<file path="src/rtl/write_data_fifo.sv">
// AXI W-channel beat buffer: first-word-fall-through FIFO holding data/strb/user/last,
// with pop strobe and a running count of complete bursts (WLAST beats) held.
module write_data_fifo #(
  parameter int unsigned DATA_W = 64,
  parameter int unsigned STRB_W = 8,
  parameter int unsigned USER_W = 6,
  parameter int unsigned DEPTH  = 4
) (
  input  logic                       clk,
  input  logic                       rst,
  input  logic [DATA_W-1:0]          s_WDATA,
  input  logic [STRB_W-1:0]          s_WSTRB,
  input  logic [USER_W-1:0]          s_WUSER,
  input  logic                       s_WLAST,
  input  logic                       s_WVALID,
  output logic                       s_WREADY,
  output logic [DATA_W-1:0]          m_WDATA,
  output logic [STRB_W-1:0]          m_WSTRB,
  output logic [USER_W-1:0]          m_WUSER,
  output logic                       m_WLAST,
  output logic                       m_WVALID,
  input  logic                       m_WREADY,
  output logic                       empty,
  output logic                       full,
  output logic                       r_enable,
  output logic                       burst_avail,
  output logic [$clog2(DEPTH):0]     burst_cnt
);

  localparam int unsigned PtrW   = $clog2(DEPTH);
  localparam int unsigned CntW   = PtrW + 1;
  localparam int unsigned EntryW = DATA_W + STRB_W + USER_W + 1;

  logic [EntryW-1:0] mem_q [DEPTH];
  logic [EntryW-1:0] mem_d [DEPTH];
  logic [PtrW-1:0]   wr_ptr_q, wr_ptr_d;
  logic [PtrW-1:0]   rd_ptr_q, rd_ptr_d;
  logic [CntW-1:0]   count_q, count_d;
  logic [CntW-1:0]   burst_cnt_q, burst_cnt_d;
  logic [EntryW-1:0] head;
  logic              push, pop;
  logic              burst_inc, burst_dec;

  assign empty    = (count_q == '0);
  assign full     = (count_q == CntW'(DEPTH));
  // Held low during reset even though count is already zero.
  assign s_WREADY = rst & ~full;
  assign m_WVALID = ~empty;
  assign push     = s_WVALID & s_WREADY;
  assign pop      = m_WVALID & m_WREADY;
  assign r_enable = pop;

  // FWFT head: memory read straight out, no output register and no bypass.
  assign head = mem_q[rd_ptr_q];
  assign {m_WDATA, m_WSTRB, m_WUSER, m_WLAST} = head;

  assign burst_inc   = push & s_WLAST;
  assign burst_dec   = pop & m_WLAST;
  assign burst_cnt   = burst_cnt_q;
  assign burst_avail = (burst_cnt_q != '0);

  // Next-state for storage, pointers and occupancy counters.
  always_comb begin
    mem_d       = mem_q;
    wr_ptr_d    = wr_ptr_q;
    rd_ptr_d    = rd_ptr_q;
    count_d     = count_q;
    burst_cnt_d = burst_cnt_q;

    if (push) begin
      mem_d[wr_ptr_q] = {s_WDATA, s_WSTRB, s_WUSER, s_WLAST};
      wr_ptr_d        = wr_ptr_q + PtrW'(1);
    end
    if (pop) begin
      rd_ptr_d = rd_ptr_q + PtrW'(1);
    end

    unique case ({push, pop})
      2'b10:   count_d = count_q + CntW'(1);
      2'b01:   count_d = count_q - CntW'(1);
      default: count_d = count_q;
    endcase

    unique case ({burst_inc, burst_dec})
      2'b10:   burst_cnt_d = burst_cnt_q + CntW'(1);
      2'b01:   burst_cnt_d = burst_cnt_q - CntW'(1);
      default: burst_cnt_d = burst_cnt_q;
    endcase
  end

  // Control state, cleared asynchronously; stored beats are dropped on reset.
  always_ff @(posedge clk or negedge rst) begin
    if (!rst) begin
      wr_ptr_q    <= '0;
      rd_ptr_q    <= '0;
      count_q     <= '0;
      burst_cnt_q <= '0;
    end else begin
      wr_ptr_q    <= wr_ptr_d;
      rd_ptr_q    <= rd_ptr_d;
      count_q     <= count_d;
      burst_cnt_q <= burst_cnt_d;
    end
  end

  // Beat storage is not reset; contents are only observed when non-empty.
  always_ff @(posedge clk) begin
    mem_q <= mem_d;
  end

endmodule

</file>
<file path="config.mk">
export PLATFORM = sky130hd
export DESIGN_NAME = write_data_fifo
export DESIGN_NICKNAME = d
export VERILOG_FILES = /design/src/rtl/write_data_fifo.sv
export SDC_FILE = /design/constraint.sdc
export NUM_CORES = 1
export LEC_CHECK = 0
export CORE_AREA = 2 2 152 154
export CTS_BUF_LIST = sky130_fd_sc_hd__clkbuf_2
export CTS_CLUSTER_SIZE = 30
export DETAILED_ROUTE_END_ITERATION = 8
export DIE_AREA = 0 0 154 156
export PLACE_DENSITY = 0.8
export SLEW_MARGIN = 20
export SYNTH_ARGS = -nofsm -noshare
export SYNTH_HDL_FRONTEND = slang
export SYNTH_SLANG_ARGS = --single-unit
</file>
<file path="constraint.sdc">
create_clock -name clk -period 3.66 [get_ports clk]
set_input_delay 0.732 -clock clk [delete_from_list [all_inputs] [get_ports clk]]
set_output_delay 0.732 -clock clk [all_outputs]
set_load 0.005 [all_outputs]
</file>
==> results by group <==
Finish
  • Most frequent cells in the layout: 316 x edfxtp_1, 170 x clkdlybuf4s50_1, 113 x clkbuf_2
  • Most common cell after layout, fill and taps aside: edfxtp_1
  • Final non-filler cell area: 15100 um^2
  • Diode count: 0
  • Post-Layout Cell Count: 1054
  • Final core utilization: 0.677
  • P&R area growth vs syn: 23.0%
  • Nets@finish: 803
  • Layout cells sized above 1: 0.189

Setup path
  • Worst EP required: 2.93 ns
  • R2R Path Start: rd_ptr_q[0]$_DFFE_PN0N_
  • CP endpoint kind: output pin
  • Worst EP arrival: 2.81 ns
  • R2r worst-path depth: 8
  • Crit path max fanout: 15
  • Reg2Reg Setup Slack: 0.98 ns
  • Crit path from: rd_ptr_q[0]$_DFFE_PN0N_
  • Critical R2R Capture: burst_cnt[2]$_DFFE_PN0P_
  • Startpoint Class: flip-flop
  • Critical setup path kind: reg -> out

Timing
  • Worst hold slack: 0.160 ns
  • Fin. Hold Viols: 0
  • Setup Skew: 0.0457 ns
  • Crit share post-route: 0.968
  • Slew Viols, Final: 0
  • Setup ws final: 0.117 ns
  • Slew Limit Headroom: 0.653
  • # setup viols final: 0
  • Fmax: 0.282 GHz
  • Tmin final: 3.54 ns
  • Post-route setup TNS: 0 ns
  • Unrepaired setup endpoints after global routing: false
  • Worst Tran Pin Value: 0.521 ns

Power and ir drop
  • Maximum vdd drop: 0.000402 V
  • PD cells: 674 nW/um^2
  • Leakage: 5.29 nW
  • Total power draw: 10.2 mW
  • Share of total power in combinational logic: 0.317
  • Sequential Power Share: 0.468
  • Clock Power Share: 0.216
  • Sw Share: 0.272
  • Internal Power: 7.43 mW
  • Net Switching: 2.78 mW

Synthesis
  • Seq cells post-synth: 326
  • Sequential fraction of the synthesis area: 0.791
  • Cell Area, Synth: 12300 um^2
  • Syn Nets: 558
  • Post-synth cell types: 25
  • Synth warn: 0
  • Syn_area_per_cell: 26.4 um^2
  • Synthesized instance count: 467

Global routing
  • Layer with the highest usage: met2
  • Global-route wire length before repair: 33800 um
  • Met1 Use GR: 0.232
  • Met2 Use GR: 0.318
  • Total track usage: 0.187
  • Met3 usage: 0.0558
  • Vias in the first global route: 6208
  • Initial antenna violation count: 1
  • Grt ovf: 0
  • Largest net degree at the start of global routing: 80

Route
  • Initial DRC Count: 322
  • Routed Antenna Nets: 0
  • Pre-antenna DRT Iters: 4
  • DR vias/cell: 5.52
  • Routed WL: 22300 um
  • Via count: 5821
  • WL per Instance: 21.1 um
  • Post-route DRC: 0

Floorplanning
  • Row Count: 55
  • Core area: 22400 um^2
  • Die width: 154 um
  • Ports: 171
  • Initial Util: 0.550
  • Die height: 156 um
  • Die ar.: 24000 um^2

Clock tree
  • CTS max path bufs: 3
  • CTS Buf Count: 78
  • Clock Sink Count: 326
  • Clk_lat worst skew: 0.79 ns
  • CTS tree: done
  • CTS Hold Buffers Added: 0
  • CTS H-tree depth: 3
  • Worst-path clk slew: 0.11 ns
  • Clk root buf: clkbuf_2

Place
  • Hpwl dp: 13200 um
  • Routability cong.: 0.713
  • Area after DPL: 14400 um^2
  • Placed cells: 915
  • Post-Place Worst Slack: 0.682 ns
  • Port Buf Inserts: 170

Outcome
  • Outcome: complete, no violations

Worst hold path
  • Hold Path Class: in -> async

Job
  • Max-cap violations: 0
[routing by layer]
metal	routed length, um	vias up
li1	-	2602
met1	8930	2959
met2	11400	222
met3	1520	36
met4	384	2
met5	13	-
[synth_stat cells]
| cell type | count | share of area |
|---|---|---|
| and2_4 | 1 | 0.00071 |
| nor3b_2 | 1 | 0.0010 |
| xnor2_1 | 5 | 0.0036 |
| clkbuf_1 | 5 | 0.0015 |
| buf_4 | 1 | 0.00061 |
| mux2_2 | 2 | 0.0018 |
| nor2_1 | 2 | 0.00061 |
| nand2_1 | 2 | 0.00061 |
| inv_1 | 7 | 0.0021 |
| or3_1 | 2 | 0.0010 |
| nand3_1 | 1 | 0.00041 |
| mux4_1 | 78 | 0.17 |
| buf_6 | 9 | 0.0082 |
| and3_1 | 1 | 0.00051 |
| and2_1 | 4 | 0.0020 |
| ha_1 | 6 | 0.0061 |
| nor2b_1 | 1 | 0.00051 |
| fa_1 | 2 | 0.0033 |
| nor2_2 | 1 | 0.00051 |
| buf_2 | 4 | 0.0016 |
| dfrtp_1 | 10 | 0.020 |
| xor2_1 | 4 | 0.0028 |
| mux2i_1 | 1 | 0.00081 |
| mux4_2 | 1 | 0.0018 |
| edfxtp_1 | 316 | 0.77 |
[power groups by stage]
stage / Clock, mW / Combinational (mW) / Sequential (mW)
floorplan: 0 / 1.67 / 4.75
global placement: 0 / 3.08 / 4.89
detailed placement: 0 / 3.15 / 4.94
CTS: 2.30 / 3.29 / 4.78
global route: 2.49 / 3.44 / 4.81
finish: 2.20 / 3.24 / 4.77
[flip-flops by register name, indices dropped and copies added, names as in the netlist]
name,cells
count_q,3
burst_cnt,3
mem_q,316
wr_ptr_q,2
rd_ptr_q,2
[kinds of logic (layout without fill, tap and decap cells)]
group | count (synthesis) | in the layout | share of synthesized area
mux | 82 | 82 | 0.171
fa+ha+maj | 8 | 8 | 0.00935
simple gates | 16 | 16 | 0.00793
xor+xnor | 9 | 9 | 0.00640
buf+inv | 26 | 328 | 0.0141
flops | 326 | 326 | 0.791
[worst max path at each step]
| stage | slack [ns] | end | depth (start not counted) |
|---|---|---|---|
| floorplan | 0.34 | mem_q[0]$_DFFE_PP_ | 3 |
| global placement | 0.77 | burst_cnt[2]$_DFFE_PN0P_ | 9 |
| detailed placement | 0.68 | burst_cnt[2]$_DFFE_PN0P_ | 9 |
| finish | 0.12 | m_WDATA[30] | 3 |
| global route | 0.002 | m_WDATA[30] | 3 |
| CTS | 0.008 | m_WSTRB[4] | 3 |
[critical path, stage by stage (launching register included)]
cell and delay [ns]:
dfrtp_4 0.58, buf_4 0.33, mux4_1 0.64, clkdlybuf4s50_1 0.48
[timing repair]
action,in CTS,in global routing
buffers inserted,2,0
resized for setup,0,1
endpoints found under the setup margin,64,1
[cell type report]
class	instances	area (um^2)
Sequential cell	326	9750
Tap cell	285	357
Clock inverter	24	124
Fill cell	1404	7230
Timing Repair Buffer	184	1910
Clock buffer	113	566
Multi-Input combinational cell	115	2410
Inverter	7	26.3
No activity file was read; power rests on OpenSTA's default activity.
